`config.mk`:
```
export PLATFORM = sky130hd
export DESIGN_NAME = encoder_proj_flat
export DESIGN_NICKNAME = d
export VERILOG_FILES = /design/src/rtl/encoder_proj_if.sv /design/src/rtl/encoder_proj.sv /design/src/flat_wrapper.sv
export SDC_FILE = /design/constraint.sdc
export NUM_CORES = 1
export LEC_CHECK = 0
export CORE_MARGIN = 1
export CORE_UTILIZATION = 31
export DETAILED_ROUTE_END_ITERATION = 6
export DONT_BUFFER_PORTS = 1
export PLACE_DENSITY = 0.51
export SYNTH_ARGS = -nofsm -noshare
export SYNTH_HDL_FRONTEND = slang
export SYNTH_SLANG_ARGS = --single-unit
```
`constraint.sdc`:
```
create_clock -name clock -period 7.62 [get_ports clock]
set_input_delay 1.143 -clock clock [delete_from_list [all_inputs] [get_ports clock]]
set_output_delay 1.143 -clock clock [all_outputs]
set_load 0.005 [all_outputs]
```
`src/rtl/encoder_proj_if.sv`:
```
// Valid/ready handshake bundle between the data source, the Hamming(7,4) encoder
// and the downstream decoder.
interface encoder_proj_if;
  logic [3:0] in_data;
  logic       in_valid;
  logic       in_ready;
  logic [6:0] io_out;
  logic       out_valid;
  logic       out_ready;

  modport master (
    output in_data, in_valid, out_ready,
    input  in_ready, io_out, out_valid
  );

  modport slave (
    input  in_data, in_valid, out_ready,
    output in_ready, io_out, out_valid
  );
endinterface

```
`src/rtl/encoder_proj.sv`:
```
// Hamming(7,4) transmit encoder: input FIFO, registered codeword output and a
// walking single-bit error injector for exercising the decoder's correction path.
module encoder_proj #(
  parameter int DEPTH = 4
) (
  input  logic                     clock,
  input  logic                     reset,
  encoder_proj_if.slave            bus,
  input  logic                     inject_en,
  output logic [15:0]              word_count,
  output logic [$clog2(DEPTH):0]   fifo_level
);
  localparam int AW = $clog2(DEPTH);
  localparam logic [AW:0] FULL_LVL = (AW+1)'(DEPTH);

  function automatic logic [6:0] hamming_encode(input logic [3:0] d);
    logic p1, p2, p4;
    p1 = d[0] ^ d[1] ^ d[3];
    p2 = d[0] ^ d[2] ^ d[3];
    p4 = d[1] ^ d[2] ^ d[3];
    return {d[3], d[2], d[1], p4, d[0], p2, p1};
  endfunction

  function automatic logic [6:0] inject_mask(input logic [2:0] idx);
    return 7'b0000001 << idx;
  endfunction

  logic [3:0]    mem_p0 [DEPTH];
  logic [AW-1:0] wr_ptr, rd_ptr;
  logic          full, empty, push, pop;
  logic [6:0]    head_code_p0;
  logic [6:0]    code_p1;
  logic          vld_p1;
  logic [2:0]    inj_idx;

  // Stage p0: FIFO; pop decision uses the pre-push level, so no bypass exists
  assign full         = (fifo_level == FULL_LVL);
  assign empty        = (fifo_level == '0);
  assign push         = bus.in_valid && !full;
  assign pop          = (!vld_p1 || bus.out_ready) && !empty;
  assign head_code_p0 = hamming_encode(mem_p0[rd_ptr]);

  assign bus.in_ready  = !full;
  assign bus.io_out    = code_p1;
  assign bus.out_valid = vld_p1;

  always_ff @(posedge clock) begin
    if (push) mem_p0[wr_ptr] <= bus.in_data;
  end

  always_ff @(posedge clock) begin
    if (reset) begin
      wr_ptr     <= '0;
      rd_ptr     <= '0;
      fifo_level <= '0;
    end else begin
      if (push) wr_ptr <= wr_ptr + 1'b1;
      if (pop)  rd_ptr <= rd_ptr + 1'b1;
      case ({push, pop})
        2'b10:   fifo_level <= fifo_level + 1'b1;
        2'b01:   fifo_level <= fifo_level - 1'b1;
        default: fifo_level <= fifo_level;
      endcase
    end
  end

  // Stage p1: output register; a load on a handshake cycle replaces the word bubble-free
  always_ff @(posedge clock) begin
    if (reset) begin
      code_p1    <= '0;
      vld_p1     <= 1'b0;
      inj_idx    <= '0;
      word_count <= '0;
    end else begin
      if (vld_p1 && bus.out_ready) word_count <= word_count + 16'd1;
      if (pop) begin
        vld_p1 <= 1'b1;
        if (inject_en) begin
          code_p1 <= head_code_p0 ^ inject_mask(inj_idx);
          inj_idx <= (inj_idx == 3'd6) ? 3'd0 : inj_idx + 3'd1;
        end else begin
          code_p1 <= head_code_p0;
        end
      end else if (vld_p1 && bus.out_ready) begin
        vld_p1 <= 1'b0;
      end
    end
  end
endmodule

```
`src/flat_wrapper.sv`:
```
// flat-port wrapper written by rule: the top's interface ports become plain ports
module encoder_proj_flat 
#(
  parameter int DEPTH = 4
)
  (clock, reset, inject_en, word_count, fifo_level, bus_in_data, bus_in_valid, bus_out_ready, bus_in_ready, bus_io_out, bus_out_valid);
  encoder_proj_if bus_i ();
  input  logic clock;
  input  logic reset;
  input  logic inject_en;
  output logic [15:0] word_count;
  output logic [$clog2(DEPTH):0] fifo_level;
  input wire logic [$bits(bus_i.in_data)-1:0] bus_in_data;
  input wire logic [$bits(bus_i.in_valid)-1:0] bus_in_valid;
  input wire logic [$bits(bus_i.out_ready)-1:0] bus_out_ready;
  output wire logic [$bits(bus_i.in_ready)-1:0] bus_in_ready;
  output wire logic [$bits(bus_i.io_out)-1:0] bus_io_out;
  output wire logic [$bits(bus_i.out_valid)-1:0] bus_out_valid;
  assign bus_i.in_data = bus_in_data;
  assign bus_i.in_valid = bus_in_valid;
  assign bus_i.out_ready = bus_out_ready;
  assign bus_in_ready = bus_i.in_ready;
  assign bus_io_out = bus_i.io_out;
  assign bus_out_valid = bus_i.out_valid;
  encoder_proj #(.DEPTH(DEPTH)) u_core (.clock(clock), .reset(reset), .bus(bus_i), .inject_en(inject_en), .word_count(word_count), .fifo_level(fifo_level));
endmodule
```
==> tab_implementation.tex <==
\begin{tabular}{lr}
\hline
Metric & Value \\
\hline
\multicolumn{2}{l}{\textbf{Run status}} \\
\quad Result of the run & finished, final reports clean \\
\multicolumn{2}{l}{\textbf{Clocking}} \\
\quad Post-CTS setup buffer count & 0 \\
\quad H-tree depth reported by CTS & 2 \\
\quad Clock Pin Slew Worst Setup and Hold Paths & 0.10 ns \\
\quad Clock tree sinks & 52 \\
\quad Clock latency on the worst-skew pair & between 0.3 and 0.4 ns \\
\quad Maximum count of clock buffers along a single path & 2 \\
\quad CTS Buf Count & 5 \\
\quad Hold buffer count at cts & 0 \\
\quad TritonCTS clock tree & done \\
\quad Resize count post-CTS & 0 \\
\quad Clock root cell & clkbuf\_8 \\
\multicolumn{2}{l}{\textbf{Synthesis}} \\
\quad Mean instance size in the synthesized netlist & 10.5 um\^{}2 \\
\quad Syn Std Cell Area & around 2300 um\^{}2 \\
\quad Warnings from Yosys & 0 \\
\quad Register area share after synthesis & 0.518 \\
\quad Distinct cell type count after synthesis & 33 \\
\quad Yosys reg bits & 52 \\
\quad Post-Synthesis Net Count & between 200 and 250 \\
\quad Count of mapped cells out of synthesis & approximately 220 \\
\multicolumn{2}{l}{\textbf{Setup path}} \\
\quad Required time at the worst-slack endpoint & just under 8 ns \\
\quad Largest fanout of any net on the critical path & 16 \\
\quad Kind of start point of the critical path & primary input \\
\quad Flop-to-flop setup slack & between 5 and 6 ns \\
\quad Type of element capturing the critical path & register \\
\quad WP data arrival & 3.10 ns \\
\quad Setup Crit Path Kind & in2reg \\
\multicolumn{2}{l}{\textbf{Global route}} \\
\quad Met3 layer usage reported by global route & 0.0299 \\
\quad Vias in the first global route & around 1400 \\
\quad M2 GR Usage & 0.175 \\
\quad Global routing's busiest layer & met2 \\
\quad GRT overflow & 0 \\
\quad First-pass GRT wire length & 6490 um \\
\quad Met1 usage & 0.138 \\
\quad Initial antenna violation count & 0 \\
\quad Largest net degree at the start of global routing & 36 \\
\quad Aggregate global-route resource usage & 0.110 \\
\multicolumn{2}{l}{\textbf{Route}} \\
\quad Detailed Route WL & 4100 um \\
\quad Vias after detailed routing & between 1500 and 2000 \\
\quad Post-detailed-route wirelength per cell & $\sim$13 um \\
\quad 1st-pass router iterations & 4 \\
\quad Detailed Route Iter0 Violations & 64 \\
\quad Routed Antenna Nets & 0 \\
\quad Detailed-route vias per instance & 4.80 \\
\quad Detailed-route DRC error count & 0 \\
\multicolumn{2}{l}{\textbf{Final layout}} \\
\quad Final core occ & 0.345 \\
\quad Final Net Count & around 240 \\
\quad Area added between synthesis and finish & 7.93\% \\
\quad Fraction of layout cells with a size suffix above 1 & 0.0773 \\
\quad Number of filler instances in the final layout & between 700 and 800 \\
\quad Final antenna diode count & 0 \\
\quad Design area & about 2500 um\^{}2 \\
\multicolumn{2}{l}{\textbf{Placed design}} \\
\quad Number of buffers added on ports & 0 \\
\quad Placed inst area & $\sim$2400 um\^{}2 \\
\quad DP HPWL & 2950 um \\
\quad Placer's final routability congestion estimate & 0.754 \\
\multicolumn{2}{l}{\textbf{STA}} \\
\quad Number of setup violations in the final report & 0 \\
\quad Worst slew slack as a fraction of its limit & 0.612 \\
\quad Period Utilization, post-route & 0.374 \\
\quad Max frequency & about 350 MHz \\
\quad Min Tclk post-route & approximately 2.9 ns \\
\quad Pins Over Slew Limit & 0 \\
\quad Slew at the pin with the worst max-slew slack & approximately 0.58 ns \\
\quad Post-route setup TNS & 0 ns \\
\quad Total count of hold-check failures in the final report & 0 \\
\quad Tightest hold margin & a little over 0.5 ns \\
\quad Post-route clock skew & around 0.0085 ns \\
\quad Unrepaired setup endpoints after global routing & false \\
\multicolumn{2}{l}{\textbf{Worst hold path}} \\
\quad Min-Delay Path Class & reg2reg \\
\multicolumn{2}{l}{\textbf{Floorplan}} \\
\quad Number of core rows & 31 \\
\quad Initial Util & 0.320 \\
\quad Die height & slightly below 90 um \\
\quad Core region area & 7250 um\^{}2 \\
\quad Die span in x & between 80 and 90 um \\
\quad Die area & between 7000 and 8000 um\^{}2 \\
\quad Boundary Pins & 37 \\
\multicolumn{2}{l}{\textbf{Run}} \\
\quad Number of max-capacitance violations reported & 0 \\
\multicolumn{2}{l}{\textbf{Power and ir drop}} \\
\quad Net switching power & around 0.27 mW \\
\quad Share of power burned in the clock network & 0.206 \\
\quad Cell area power density & approximately 320 nW/um\^{}2 \\
\quad Total power of the final layout & about 0.80 mW \\
\quad Static power due to leakage & 0.820 nW \\
\quad Seq pwr share & 0.482 \\
\quad Switch share & 0.342 \\
\quad Worst ir drop on vdd & about 0.000094 V \\
\quad Internal Pwr Total & $\sim$0.52 mW \\
\quad Combinational Power Share & 0.312 \\
\hline
\end{tabular}
[flip-flops by register name, summed over array words and instances, names as in the netlist, named ones only]
signal / flops
u_core.rd_ptr: 2
u_core.bus.out_valid: 1
u_core.inj_idx: 3
u_core.fifo_level: 3
u_core.wr_ptr: 2
u_core.mem_p0: 16
u_core.bus.io_out: 7
u_core.word_count: 16
[cell usage in the layout (no fill, tap or decap)]
cell / n
nor4bb_1: 1
xor2_1: 12
and4_1: 3
or3b_1: 1
mux4_2: 4
dfxtp_1: 36
a311o_1: 1
nor2_1: 24
nand2_1: 13
clkinv_4: 1
a211oi_1: 7
ha_1: 7
o21ai_0: 8
edfxtp_1: 16
and3_1: 4
or3_1: 9
nand3_1: 6
or4_1: 1
fa_1: 1
nor3_1: 4
inv_1: 10
clkbuf_8: 5
or3_2: 1
a211o_1: 1
or2b_2: 1
and4_2: 1
nand4_1: 6
xnor2_2: 1
xnor2_1: 13
inv_6: 2
a21oi_1: 14
and2_1: 4
nor4b_1: 1
nand3_2: 1
[layout make-up]
type | instances | area (um^2) | share of cell area
tap | 99 | 124 | 0.0495
inverter | 10 | 37.5 | 0.0150
clock inverter | 3 | 26.3 | 0.0105
clock buffer | 5 | 68.8 | 0.0275
sequential | 52 | 1200 | 0.480
multi-input combinational | 150 | 1040 | 0.417
[metal layers]
metal,up-vias,part of all wire
met3,6,0.057
met4,0,0.019
li1,777,-
met2,32,0.46
met1,716,0.46
met5,-,0
[logic make-up (layout without fill, tap and decap cells)]
| logic type | after synthesis | after routing | share of synthesized area |
|---|---|---|---|
| simple gates | 81 | 81 | 0.186 |
| flops | 52 | 52 | 0.518 |
| compound gates | 31 | 31 | 0.0783 |
| xor+xnor | 26 | 26 | 0.101 |
| buf+inv | 19 | 18 | 0.0313 |
| fa+ha+maj | 8 | 8 | 0.0464 |
| mux | 4 | 4 | 0.0389 |
[power groups by stage]
stage | clock network [mW] | logic, mW | registers, mW
after global placement | 0 | 0.247 | 0.393
after detailed placement | 0 | 0.252 | 0.394
after global routing | 0.181 | 0.285 | 0.396
after floorplan | 0 | 0.223 | 0.378
after CTS | 0.171 | 0.252 | 0.388
final | 0.164 | 0.248 | 0.385
[synthesized netlist by cell type (all sizes together)]
library cell / instances / area share
buf: 1 / 0.0022
nand2: 13 / 0.021
or3: 10 / 0.028
a211o: 1 / 0.0038
and4: 4 / 0.016
a211oi: 7 / 0.023
and3: 4 / 0.011
nor3: 4 / 0.0086
o21ai: 8 / 0.017
inv: 10 / 0.016
dfxtp: 36 / 0.31
ha: 7 / 0.038
nor4bb: 1 / 0.0043
edfxtp: 16 / 0.21
a21oi: 14 / 0.030
xnor2: 14 / 0.056
nor4b: 1 / 0.0038
fa: 1 / 0.0086
a311o: 1 / 0.0043
xor2: 12 / 0.045
and2: 4 / 0.011
or4: 1 / 0.0032
or2b: 1 / 0.0038
nand4: 6 / 0.016
mux4: 4 / 0.039
or3b: 1 / 0.0038
clkbuf: 8 / 0.013
nand3: 7 / 0.017
nor2: 24 / 0.039
[stage by stage]
| step | setup WS, ns | instances |
|---|---|---|
| 2_1_floorplan | 4.47 | 221 |
| 3_3_place_gp | 4.52 | 311 |
| 3_5_place_dp | 4.47 | 311 |
| 4_1_cts | 4.80 | 319 |
| 5_1_grt | 4.64 | 319 |
| 6_report | 4.77 | 319 |
[worst max-delay path: stages]
cell	delay, ns
or2b_2	0.11
and2_1	0.50
ha_1	0.29
inv_1	0.07
fa_1	0.39
xor2_1	0.16
or3_1	0.30
a21oi_1	0.13
[path summary, 6_finish.rpt]
check,endpoint,cells after the start,start
setup reg to reg,u_core.fifo_level[2]$_SDFFE_PP0P_,8,u_core.fifo_level[0]$_SDFFE_PP0P_
setup / recovery,u_core.fifo_level[2]$_SDFFE_PP0P_,8,bus_out_ready
hold reg to reg,u_core.wr_ptr[1]$_SDFFE_PP0P_,2,u_core.wr_ptr[1]$_SDFFE_PP0P_
hold / removal,u_core.wr_ptr[1]$_SDFFE_PP0P_,2,u_core.wr_ptr[1]$_SDFFE_PP0P_
Note: power is estimated with default switching activity, not from simulation.
